$ cat config.mk
export PLATFORM = sky130hd
export DESIGN_NAME = jtflane_romcache
export DESIGN_NICKNAME = d
export VERILOG_FILES = /design/src/rtl/jtflane_romcache_pkg.sv /design/src/rtl/jtflane_romcache_line.sv /design/src/rtl/jtflane_romcache.sv
export SDC_FILE = /design/constraint.sdc
export NUM_CORES = 1
export LEC_CHECK = 0
export BUFFER_PORTS_ARGS = -buffer_cell sky130_fd_sc_hd__buf_2
export CAP_MARGIN = 30
export CORE_MARGIN = 2
export CORE_UTILIZATION = 30
export DETAILED_ROUTE_END_ITERATION = 8
export MAX_ROUTING_LAYER = met4
export PLACE_DENSITY = 0.51
export SLEW_MARGIN = 20
export SYNTH_ARGS = -nofsm -noshare
export SYNTH_HDL_FRONTEND = slang
export SYNTH_HIERARCHICAL = 1
export SYNTH_SLANG_ARGS = --single-unit
$ cat constraint.sdc
create_clock -name clk -period 2.65 [get_ports clk]
set_clock_uncertainty 0.15 [all_clocks]
set_input_delay 0.265 -clock clk [delete_from_list [all_inputs] [get_ports clk]]
set_output_delay 0.265 -clock clk [all_outputs]
set_load 0.1 [all_outputs]
$ cat src/rtl/jtflane_romcache_pkg.sv
// Shared constants, FSM encoding and tag-width helper for the main ROM line cache.
package jtflane_romcache_pkg;

    localparam int LINE_WORDS = 4;
    localparam int LINE_BYTES = 8;
    localparam int BYTE_SEL_W = $clog2(LINE_BYTES);
    localparam int WORD_SEL_W = $clog2(LINE_WORDS);

    typedef enum logic [1:0] {
        ST_IDLE = 2'd0,
        ST_REQ  = 2'd1,
        ST_WAIT = 2'd2,
        ST_FILL = 2'd3
    } state_t;

    // Tag is everything above the byte-in-line select.
    function automatic int tag_width(input int aw);
        return aw - BYTE_SEL_W;
    endfunction

endpackage

$ cat src/rtl/jtflane_romcache_line.sv
// One cache entry: valid bit, tag, four 16-bit words, tag compare and a word write port.
module jtflane_romcache_line
    import jtflane_romcache_pkg::*;
#(
    parameter int TW = 14
)(
    input  logic                  clk,
    input  logic                  rst,
    input  logic                  i_alloc,
    input  logic [TW-1:0]         i_alloc_tag,
    input  logic                  i_wr,
    input  logic [WORD_SEL_W-1:0] i_wr_idx,
    input  logic [15:0]           i_wr_data,
    input  logic                  i_set_valid,
    input  logic [TW-1:0]         i_cmp_tag,
    input  logic [WORD_SEL_W-1:0] i_rd_idx,
    output logic                  o_hit,
    output logic [15:0]           o_word
);

    logic          r_valid;
    logic [TW-1:0] r_tag;
    logic [15:0]   r_words [LINE_WORDS];

    // Valid/tag: allocation invalidates and retags, last word of a fill validates.
    always_ff @(posedge clk) begin
        if (rst) begin
            r_valid <= 1'b0;
            r_tag   <= '0;
        end else if (i_alloc) begin
            r_valid <= 1'b0;
            r_tag   <= i_alloc_tag;
        end else if (i_set_valid) begin
            r_valid <= 1'b1;
        end
    end

    // Word storage; contents are only trusted once r_valid is set, so no reset.
    always_ff @(posedge clk) begin
        if (i_wr) begin
            r_words[i_wr_idx] <= i_wr_data;
        end
    end

    assign o_hit  = r_valid && (r_tag == i_cmp_tag);
    assign o_word = r_words[i_rd_idx];

endmodule

$ cat src/rtl/jtflane_romcache.sv
// Main-CPU ROM responder: serves byte reads from a burst SDRAM port through line entries.
// Optional feature macro: JTFLANE_PREFETCH_EN (two entries, LRU replacement, next-line prefetch).
module jtflane_romcache
    import jtflane_romcache_pkg::*;
#(
    parameter int                  AW       = 17,
    parameter int                  SDRAM_AW = 22,
    parameter logic [SDRAM_AW-1:0] OFFSET   = '0
)(
    input  logic                clk,
    input  logic                rst,
    input  logic                rom_cs,
    input  logic [AW-1:0]       rom_addr,
    output logic [7:0]          rom_data,
    output logic                rom_ok,
    output logic [SDRAM_AW-1:0] sdram_addr,
    output logic                sdram_req,
    input  logic                sdram_ack,
    input  logic                sdram_dst,
    input  logic                sdram_rdy,
    input  logic [15:0]         data_read
);

    localparam int TW = tag_width(AW);
`ifdef JTFLANE_PREFETCH_EN
    localparam int NENT = 2;
`else
    localparam int NENT = 1;
`endif

    // Request-side decode
    logic [TW-1:0]         w_tag_in;
    logic [WORD_SEL_W-1:0] w_rd_idx;
    logic [NENT-1:0]       w_line_hit;
    logic [15:0]           w_line_word [NENT];
    logic                  w_hit_cs;
    logic                  w_miss;
    logic [15:0]           w_hit_word;

    // FSM and fill bookkeeping
    state_t                r_state;
    state_t                w_state_next;
    logic                  w_alloc;
    logic                  w_alloc_idx;
    logic [TW-1:0]         w_alloc_tag;
    logic [SDRAM_AW-1:0]   w_alloc_base;
    logic                  w_fill_wr;
    logic                  w_fill_done;
    logic                  r_fill_idx;
    logic [WORD_SEL_W-1:0] r_cnt;
    logic [SDRAM_AW-1:0]   r_sdram_addr;

    // Output registers
    logic                  r_ok;
    logic [AW-1:0]         r_addr;
    logic [15:0]           r_word;

`ifdef JTFLANE_PREFETCH_EN
    logic                  r_lru;
    logic                  w_hit_idx;
    logic                  r_pf_pending;
    logic                  r_fill_is_pf;
    logic                  w_is_pf;
    logic [TW-1:0]         r_fill_tag;
`endif

    assign w_tag_in = rom_addr[AW-1:BYTE_SEL_W];
    assign w_rd_idx = rom_addr[BYTE_SEL_W-1:1];

    generate
        for (genvar gi = 0; gi < NENT; gi++) begin : g_line
            jtflane_romcache_line #(
                .TW (TW)
            ) u_line (
                .clk         (clk),
                .rst         (rst),
                .i_alloc     (w_alloc && (w_alloc_idx == 1'(gi))),
                .i_alloc_tag (w_alloc_tag),
                .i_wr        (w_fill_wr && (r_fill_idx == 1'(gi))),
                .i_wr_idx    (r_cnt),
                .i_wr_data   (data_read),
                .i_set_valid (w_fill_done && (r_fill_idx == 1'(gi))),
                .i_cmp_tag   (w_tag_in),
                .i_rd_idx    (w_rd_idx),
                .o_hit       (w_line_hit[gi]),
                .o_word      (w_line_word[gi])
            );
        end
    endgenerate

    assign w_hit_cs = rom_cs && (|w_line_hit);
    assign w_miss   = rom_cs && !(|w_line_hit);

    // Select the word of whichever entry hits (entries never share a valid tag in practice).
    always_comb begin
        w_hit_word = w_line_word[0];
        for (int i = 1; i < NENT; i++) begin
            if (w_line_hit[i]) begin
                w_hit_word = w_line_word[i];
            end
        end
    end

`ifdef JTFLANE_PREFETCH_EN
    assign w_hit_idx = w_line_hit[1];

    // LRU points at the entry that was not hit most recently.
    always_ff @(posedge clk) begin
        if (rst) begin
            r_lru <= 1'b0;
        end else if (w_hit_cs) begin
            r_lru <= ~w_hit_idx;
        end
    end
`endif

    // Burst start word address for a line tag.
    assign w_alloc_base = {{(SDRAM_AW-TW-WORD_SEL_W){1'b0}}, w_alloc_tag, {WORD_SEL_W{1'b0}}};

    // FSM state register.
    always_ff @(posedge clk) begin
        if (rst) begin
            r_state <= ST_IDLE;
        end else begin
            r_state <= w_state_next;
        end
    end

    // Next state plus allocate/write strobes; demand misses beat a pending prefetch.
    always_comb begin
        w_state_next = r_state;
        w_alloc      = 1'b0;
        w_alloc_idx  = 1'b0;
        w_alloc_tag  = w_tag_in;
        w_fill_wr    = 1'b0;
        w_fill_done  = 1'b0;
`ifdef JTFLANE_PREFETCH_EN
        w_is_pf      = 1'b0;
`endif
        case (r_state)
            ST_IDLE: begin
                if (w_miss) begin
                    w_alloc      = 1'b1;
`ifdef JTFLANE_PREFETCH_EN
                    w_alloc_idx  = r_lru;
`endif
                    w_state_next = ST_REQ;
                end
`ifdef JTFLANE_PREFETCH_EN
                else if (r_pf_pending) begin
                    w_alloc      = 1'b1;
                    w_alloc_idx  = ~r_fill_idx;
                    w_alloc_tag  = r_fill_tag + 1'b1;
                    w_is_pf      = 1'b1;
                    w_state_next = ST_REQ;
                end
`endif
            end
            ST_REQ: begin
                if (sdram_ack) begin
                    w_state_next = ST_WAIT;
                end
            end
            ST_WAIT: begin
                if (sdram_dst) begin
                    w_state_next = ST_FILL;
                end
            end
            ST_FILL: begin
                if (sdram_rdy) begin
                    w_fill_wr = 1'b1;
                    if (r_cnt == WORD_SEL_W'(LINE_WORDS - 1)) begin
                        w_fill_done  = 1'b1;
                        w_state_next = ST_IDLE;
                    end
                end
            end
            default: w_state_next = ST_IDLE;
        endcase
    end

    // Fill target, burst address and word counter.
    always_ff @(posedge clk) begin
        if (rst) begin
            r_fill_idx   <= 1'b0;
            r_cnt        <= '0;
            r_sdram_addr <= OFFSET;
        end else begin
            if (w_alloc) begin
                r_fill_idx   <= w_alloc_idx;
                r_sdram_addr <= OFFSET + w_alloc_base;
            end
            if (r_state == ST_WAIT && sdram_dst) begin
                r_cnt <= '0;
            end else if (w_fill_wr) begin
                r_cnt <= r_cnt + 1'b1;
            end
        end
    end

`ifdef JTFLANE_PREFETCH_EN
    // A completed demand fill arms one next-line prefetch; any new allocation disarms it.
    always_ff @(posedge clk) begin
        if (rst) begin
            r_pf_pending <= 1'b0;
            r_fill_is_pf <= 1'b0;
            r_fill_tag   <= '0;
        end else begin
            if (w_alloc) begin
                r_pf_pending <= 1'b0;
                r_fill_is_pf <= w_is_pf;
                r_fill_tag   <= w_alloc_tag;
            end else if (w_fill_done) begin
                r_pf_pending <= ~r_fill_is_pf;
            end
        end
    end
`endif

    // Register hit word and address; the compare below kills stale ok on address change.
    always_ff @(posedge clk) begin
        if (rst) begin
            r_ok   <= 1'b0;
            r_addr <= '0;
            r_word <= '0;
        end else begin
            r_ok <= w_hit_cs;
            if (w_hit_cs) begin
                r_addr <= rom_addr;
                r_word <= w_hit_word;
            end
        end
    end

    assign rom_ok     = r_ok && rom_cs && (r_addr == rom_addr);
    assign rom_data   = r_addr[0] ? r_word[15:8] : r_word[7:0];
    assign sdram_req  = (r_state == ST_REQ);
    assign sdram_addr = r_sdram_addr;

endmodule

==> results by group <==
Worst setup path
  – Critical setup path kind: flip-flop to output pin
  – Reg2reg start: g_line[0].u_line/r_tag[1]
  – Worst R2R End: g_line[0].u_line/r_tag[5]
  – Worst EP arrival: 2050 ps
  – Crit. End Element: output pin
  – R2R Setup Slk: 500 ps
  – Worst-path maximum fanout: 2
  – CP required: 2240 ps
  – Worst setup SP type: flip-flop
  – Reg2Reg Depth: 8

Logic synthesis
  – Synth Area in Compound Gates: 5.755%
  – Syn_area_per_cell: 12.20 sq um
  – Yosys warning count: 6
  – Cell variety after synth: 34
  – Post-synthesis adder-cell area fraction: 1.165%
  – Mapped Cells: 440
  – Simple-Gate Fraction of Synth Area: 11.14%
  – FFs w/ async S/R, synth: 0%
  – Post-synth EDFFs: 64
  – Largest family of logic cells by synthesized area: multiplexers
  – Mux cell area share after synthesis: 11.60%
  – Xor and xnor area share after synthesis: 5.219%
  – Mapped Area: 5370 sq um
  – FF+latch count, synth: 131
  – Post-synth top flop: dfxtp_1
  – Register area share after synthesis: 60.76%

Timing
  – RSZ-0062 raised after global routing: false
  – Hold slack: 17.05 ps
  – Fin. Hold Viols: 0
  – Worst-Margin Slew: 798.1 ps
  – Max Freq: 404.9 MHz
  – TNS Setup: 0 ps
  – Final setup vio count: 0
  – Fin crit share: 93.20%
  – Slew Viols, Final: 0
  – Max_slew headroom: 46.80%
  – Clock period minus worst slack: 2470 ps

Clock tree
  – CTS tree: built
  – Clock latency on the worst-skew pair: 410 ps
  – Setup repair bufs after CTS: 0
  – CTS H-tree depth: 4
  – Clk slew on worst S/H paths: 60 ps
  – Clock buffer depth: 2
  – Cts bufs inserted: 17
  – Clk sink count: 131
  – CTS root buf: clkbuf_16

GRT
  – Initial antenna violation count: 0
  – Met1 usage: 15.41%
  – Total track usage: 13.09%
  – Grt met3 use: 3.201%
  – Vias in the first global route: 3537
  – Largest net degree at the start of global routing: 39
  – GR Util met2: 22.31%
  – First-pass GRT wire length: 18000 microns
  – Congestion Overflow GR: 0
  – Grt peak-use layer: met2

Final layout
  – Most frequent cells in the layout: nand2_1, dfxtp_1, edfxtp_1
  – Leading cell type in the layout, fill and taps excluded: nand2_1
  – Final Instance Area: 6743 sq um
  – Fin nets: 572
  – Synthesis-to-layout area growth: 25.56%
  – Share of cells above drive strength 1: 25.32%
  – Antenna diodes: 0
  – Post-Layout Cell Count: 766

Power
  – Lkg Pwr: 2.493 nW
  – Clk pwr share: 42.4%
  – Logic pwr share: 17.9%
  – Internal power: 0.004052 W
  – Reg power frac: 39.7%
  – Switching share of power: 29.70%
  – PwrDens: 854.8 nW/um^2
  – Total power: 0.005764 W
  – P_sw: 0.001712 W
  – Peak supply drop: 0.0005124 V

Placement
  – Final Wtd Congestion: 0.7307
  – Dpl hpwl: 7602 microns
  – Dpl cells: 715
  – IO buf count: 62
  – Dpl cell area: 5931 sq um

Worst hold path
  – Hold Path Class: input pin to flip-flop
  – Min-delay src: rom_addr[9]
  – Endpoint of the worst hold path: r_addr[9]
  – WHS Path Cells: 3

Detailed routing
  – WL final: 11430 microns
  – Vias per cell: 4.525
  – Detailed router's first-iteration violation count: 154
  – # DRC: 0
  – Pre-Repair DR Iteration Count: 4
  – Number of routed nets with antenna violations: 0
  – Vias: 3466
  – DR WL/cell: 14.92 microns

Floorplan
  – Starting Density: 30.83%
  – Die W: 137.8 microns
  – Vertical die dimension: 137.8 microns
  – Core Rows: 48
  – Core region area: 17420 sq um
  – Die ar.: 18990 sq um
  – IO Pins: 71

Outcome
  – Status: complete, no violations

Flow run
  – Max-cap violation count: 0
-- synthesized netlist by cell type, types with 2 or more instances --
library cell    n  area (sq um)
a21oi_2         9         78.83
mux4_2         10         225.2
edfxtp_1       64          1922
buf_6           3         33.78
xor2_1          5         43.79
nand4_1         7         43.79
buf_4           9         67.56
inv_1           5         18.77
nor3_1          2         10.01
and3_1          2         12.51
nor4_1          4         25.02
mux2i_1        15         150.1
ha_1            5         62.56
mux2_2          8         90.09
nor2_1         20         75.07
mux4_1          6         157.7
nor2b_1         2         12.51
xnor2_1        27         236.5
nand2_1       101         379.1
buf_2           8         40.04
clkbuf_1       11         41.29
a21oi_1        39         195.2
dfxtp_1        67          1341
-- state kept, by name, summed over array words and instances (netlist names) --
signal                 cells
r_ok                       1
g_line.u_line/r_valid      1
r_cnt                      2
g_line.u_line/r_words     64
g_line.u_line/r_tag       14
sdram_addr                14
r_word                    16
r_state                    2
r_addr                    17
-- timing repair --
action,in CTS,in global routing
hold buffers,19,0
resized for setup,0,0
hold endpoints to repair,67,0
-- power groups by stage --
stage | sequential [W] | clock, W | combinational [W]
2_1_floorplan | 0.00260 | 0 | 0.000603
3_3_place_gp | 0.00233 | 0 | 0.00101
3_5_place_dp | 0.00233 | 0 | 0.00102
4_1_cts | 0.00229 | 0.00249 | 0.00104
5_1_grt | 0.00230 | 0.00258 | 0.00112
6_report | 0.00229 | 0.00244 | 0.00103
-- cell type report --
type                    instances  area, sq um
clock buffers                  18        429.2
clock inverters                14        192.7
fillers                      1704        10670
inverters                       6        27.53
multi-input cells             278         1923
flip-flops and latches        131         3263
well taps                     225        281.5
repair buffers                 94        625.6
-- metrics by stage --
step	setup WS, ps	utilization [%]
2_1_floorplan	116.2	-
3_3_place_gp	423.3	34.05
3_5_place_dp	402.6	34.05
4_1_cts	142.4	38.71
5_1_grt	81.91	38.71
6_report	180.1	38.71
-- worst max-delay path: stages (launching register included) --
cell	delay (ps)
dfxtp_1	320
xor2_1	160
nor4_1	470
nand4_1	220
nor4_4	260
buf_12	220
-- logic make-up (layout without fill, tap and decap cells) --
family                     after synthesis  after routing
AOI/OAI and AO/OA                       50             50
buffers and inverters                   38            132
and+or+nand+nor                        144            144
adders and majority gates                5              5
other                                    1              8
xor gates and xnor gates                32             32
muxes                                   39             39
DFF                                    131            131
-- metal layers --
layer	share of wire, %	routed length (microns)	up-vias
met3	4.9	563	11
met4	0.95	108	0
met1	46	5219	1650
met5	0	0	-
li1	-	-	1706
met2	48	5534	99
-- worst max path at each step --
stage,startpoint,to,depth (start not counted)
after global routing,rom_addr[10],g_line[0].u_line/r_tag[12],10
after detailed placement,rom_addr[9],g_line[0].u_line/r_tag[3],9
after CTS,r_addr[4],rom_ok,5
final,r_addr[4],rom_ok,5
after floorplan,r_state[0],g_line[0].u_line/r_words[0][0],4
after global placement,rom_addr[4],g_line[0].u_line/r_tag[3],9
No activity file was read; power rests on OpenSTA's default activity.
